File: config.mk
export PLATFORM = sky130hd
export DESIGN_NAME = stack_ctrl
export DESIGN_NICKNAME = d
export VERILOG_FILES = /design/src/rtl/stack_ctrl.sv
export SDC_FILE = /design/constraint.sdc
export NUM_CORES = 1
export LEC_CHECK = 0
export BUFFER_PORTS_ARGS = -buffer_cell sky130_fd_sc_hd__buf_2
export CAP_MARGIN = 25
export CORE_MARGIN = 3
export CORE_UTILIZATION = 32
export CTS_CLUSTER_SIZE = 16
export DETAILED_ROUTE_END_ITERATION = 16
export HOLD_SLACK_MARGIN = 0.02
export MAX_ROUTING_LAYER = met4
export PLACE_DENSITY = 0.86
export REMOVE_ABC_BUFFERS = 1
export SYNTH_ARGS = -nofsm -noshare
export SYNTH_HDL_FRONTEND = slang
export SYNTH_SLANG_ARGS = --single-unit
File: constraint.sdc
create_clock -name clk -period 7.3 [get_ports clk]
set_clock_uncertainty 0.1 [all_clocks]
set_input_delay 1.46 -clock clk [delete_from_list [all_inputs] [get_ports clk]]
set_output_delay 1.46 -clock clk [all_outputs]
set_load 0.02 [all_outputs]
File: src/rtl/stack_ctrl.sv
// stack_ctrl: valid/ready front end for an external LIFO. Tracks occupancy and
// a high-water mark, and hands popped words to the consumer through a one-entry slot.
module stack_ctrl #(
  parameter int WIDTH = 32,
  parameter int DEPTH = 7,
  localparam int CW = $clog2(DEPTH + 1)
) (
  input  logic             clk,
  input  logic             reset,
  input  logic             flush,
  input  logic             in_valid,
  input  logic             in_op,
  input  logic [WIDTH-1:0] in_data,
  output logic             in_ready,
  output logic             out_valid,
  output logic [WIDTH-1:0] out_data,
  input  logic             out_ready,
  output logic [CW-1:0]    count,
  output logic             full,
  output logic             empty,
  output logic [CW-1:0]    hwm,
  output logic             stk_reset,
  output logic             stk_push,
  output logic             stk_pop,
  output logic [WIDTH-1:0] stk_d,
  input  logic [WIDTH-1:0] stk_q
);

  localparam logic [CW-1:0] FULL_CNT = CW'(DEPTH);

  logic          clr;
  logic          push_ok, pop_ok;
  logic          push_acc, pop_acc;
  logic [CW-1:0] count_q, count_next, hwm_q;
  logic          out_valid_q, out_valid_next;

  // Flush and reset are equivalent here: both block acceptance and clear state.
  assign clr     = reset | flush;
  assign push_ok = ~clr & (count_q != FULL_CNT);
  // A pop may only issue if its result has somewhere to land next cycle.
  assign pop_ok  = ~clr & (count_q != '0) & (~out_valid_q | out_ready);

  assign in_ready = in_op ? pop_ok : push_ok;
  assign push_acc = in_valid & push_ok & ~in_op;
  assign pop_acc  = in_valid & pop_ok & in_op;

  assign stk_reset = clr;
  assign stk_push  = push_acc;
  assign stk_pop   = pop_acc;
  assign stk_d     = in_data;
  // The stack holds q until its next pop, so no local copy is needed.
  assign out_data  = stk_q;

  assign out_valid = out_valid_q;
  assign count     = count_q;
  assign hwm       = hwm_q;
  assign full      = (count_q == FULL_CNT);
  assign empty     = (count_q == '0);

  always_comb begin
    count_next = count_q;
    if (push_acc)
      count_next = count_q + CW'(1);
    else if (pop_acc)
      count_next = count_q - CW'(1);
  end

  always_comb begin
    out_valid_next = out_valid_q;
    if (pop_acc)
      out_valid_next = 1'b1;
    else if (out_ready)
      out_valid_next = 1'b0;
  end

  always_ff @(posedge clk) begin
    if (clr) begin
      count_q     <= '0;
      hwm_q       <= '0;
      out_valid_q <= 1'b0;
    end else begin
      count_q     <= count_next;
      out_valid_q <= out_valid_next;
      if (count_next > hwm_q)
        hwm_q <= count_next;
    end
  end

endmodule

==> out/qor.yml <==
global_routing:
  antenna_found_initial: 0
  grt_first_pass_wirelength_um: 7450
  grt_overflow: 0
  use_met3: 0.479
  grtUsageTotal: 0.314
  gr-usage-met1: 0.0943
  grt_max_degree: 10
  top_usage_layer: "met2"
  gr-usage-met2: 0.598
  grt_pass1_vias: 567
finish:
  drive_gt1_frac: 0.349
  fin_nets: 161
  design_area_um2: 696
  area_growth_pct: -30.9
  diodes: 0
timing:
  hold_viol: 0
  setup_ws_ns: 3.38
  fin_crit_ns: 3.92
  timing.final.max_slew_violations: 0
  period_share: 0.537
  fmax_mhz: 255
  rsz0062_at_grt: "false"
  slew_headroom: 0.764
  worst_slew_pin_slew_ns: 0.352
  finalSetupViolations: 0
  tns_ns: 0
clocking:
  clk_path_buf_depth: 2
  clock-root-buffer: "clkbuf_4"
  clk_pin_slew_ns: 0.05
  post_cts_buffers: 0
  clkSinkCount: 7
  cts_tree: "done"
  cts_buffers: 3
  cts_max_level: 1
  worstSkewPairLatency_ns: 0.25
  postCtsHoldBufs: 0
  cts_resized: 0
synthesis:
  synth.most_common_cell: "buf_4"
  synth_area_leader_cell: "buf_4"
  synth.area.top_cells: "buf_4 (48%), dfxtp_1 (14%), ha_1 (8.7%), a211oi_2 (3.7%), inv_1 (3.4%)"
  synth.avg_cell_area_um2: 8.06
  yosysSeqAreaShare: 0.139
  ys_types: 26
  yosys-top-cells-count: "buf_4 (64), inv_1 (9), nor2_1 (9), dfxtp_1 (7), ha_1 (7)"
  async_reset_ff_frac: 0
  synth_warnings: 0
  synthesis.area_um2: 1010
  synth_edf_count: 0
  synth_ff_type: "dfxtp_1"
  syn_inst: 125
  yosysTopAreaCellShare: 0.477
  synth_seq_cells: 7
place:
  gp_congestion: 1.07
  pre_cts_ws_ns: 3.38
  port_buffers: 18
  placed_cell_area_um2: 669
  dpl.hpwl_um: 5700
floorplanning:
  die_area_um2: 3860
  ioPinCount: 147
  die_height_um: 62.1
  core-area_um2: 2880
  die_width_um: 62.1
  placementRows: 19
  initial_core_util: 0.350
drt:
  routed_wl_um: 5990
  wire_per_inst_um: 47.9
  num_vias: 638
  route.detailed.drc: 0
  drt_iter0_markers: 29
  avgViaCountPerCell: 5.10
  drtPass1Iterations: 4
  ant_nets: 0
worst_hold_path:
  hold_path_class: "flop to flop"
critical_path:
  end_kind: "primary output"
  critPathKind: "input port to primary output"
  required_ns: 5.74
  cp_max_fo: 9
  crit_arrival_ns: 2.36
  cp-start-kind: "input port"
power_and_ir_drop:
  leakage_nw: 0.312
  power_density_nw_per_um2: 144
  peakVddDrop_mv: 0.0841
job:
  cap_violations: 0
status:
  status: "complete, no violations"
-- state kept, by name, indices dropped and copies added (netlist names) --
register / count
hwm: 3
count: 3
out_valid: 1
-- layout make-up --
type | instances | area (µm²)
clock buffers | 4 | 26.3
fillers | 329 | 2180
inverters | 10 | 37.5
multi-input cells | 44 | 349
flip-flops and latches | 7 | 140
well taps | 42 | 52.6
repair buffers | 18 | 90.1
-- power by group --
group	internal (W)	switching, W
registers	0.0000394	0.000000980
logic	0.00000921	0.0000144
clock network	0.0000209	0.0000151
-- worst max-delay path, cell delays in order --
cell	delay, ns
buf_2	0.12
nor2_1	0.14
clkinv_1	0.27
a21oi_1	0.19
buf_2	0.18
-- cells by family (layout without fill, tap and decap cells) --
kind of cell,count (synthesis),after routing,synth area share
buffers and inverters,74,32,0.514
and+or+nand+nor,22,22,0.118
AOI/OAI and AO/OA,13,13,0.123
adders and majority gates,7,7,0.0870
DFF,7,7,0.139
xor gates and xnor gates,1,1,0.00870
muxes,1,1,0.00994
-- per-layer routing --
| layer | vias up | wire, µm |
|---|---|---|
| li1 | 258 | - |
| met1 | 264 | 652 |
| met2 | 114 | 3420 |
| met3 | 2 | 1910 |
| met4 | 0 | 10 |
| met5 | - | 0 |
-- stage by stage --
stage	instances	total power [W]	hold slack, ns	util
2_1_floorplan	61	0.0000578	0.495	-
3_3_place_gp	121	0.0000637	0.405	0.233
3_5_place_dp	121	0.0000646	0.428	0.233
4_1_cts	125	0.000102	0.441	0.242
5_1_grt	125	0.000107	0.476	0.242
6_report	125	0.000100	0.445	0.242
-- final timing paths --
check                           startpoint  endpoint  slack, ns  depth (start not counted)
worst max-delay path                 flush  in_ready       3.38                          5
worst min-delay path                hwm[2]    hwm[2]       0.44                          2
worst max register to register    count[1]    hwm[2]       4.30                         13
worst min register to register      hwm[2]    hwm[2]       0.44                          2
-- placed cells by master, fill, tap and decap left out, drive strengths merged --
master  Yosys  routed
nor3        1       1
dfxtp       7       7
inv         9       9
nand4       1       1
nand3       2       2
nand2       2       2
and2        1       1
a311oi      2       2
a21oi       4       4
nand2b      2       2
nor2b       2       2
nor3b       1       1
nor2        9       9
o21ai       2       2
ha          7       7
clkbuf      0       4
a31o        1       1
a211oi      3       3
xnor2       1       1
or2         1       1
buf        64      18
clkinv      1       1
a32oi       1       1
mux2i       1       1
Note: power is estimated with default switching activity, not from simulation.
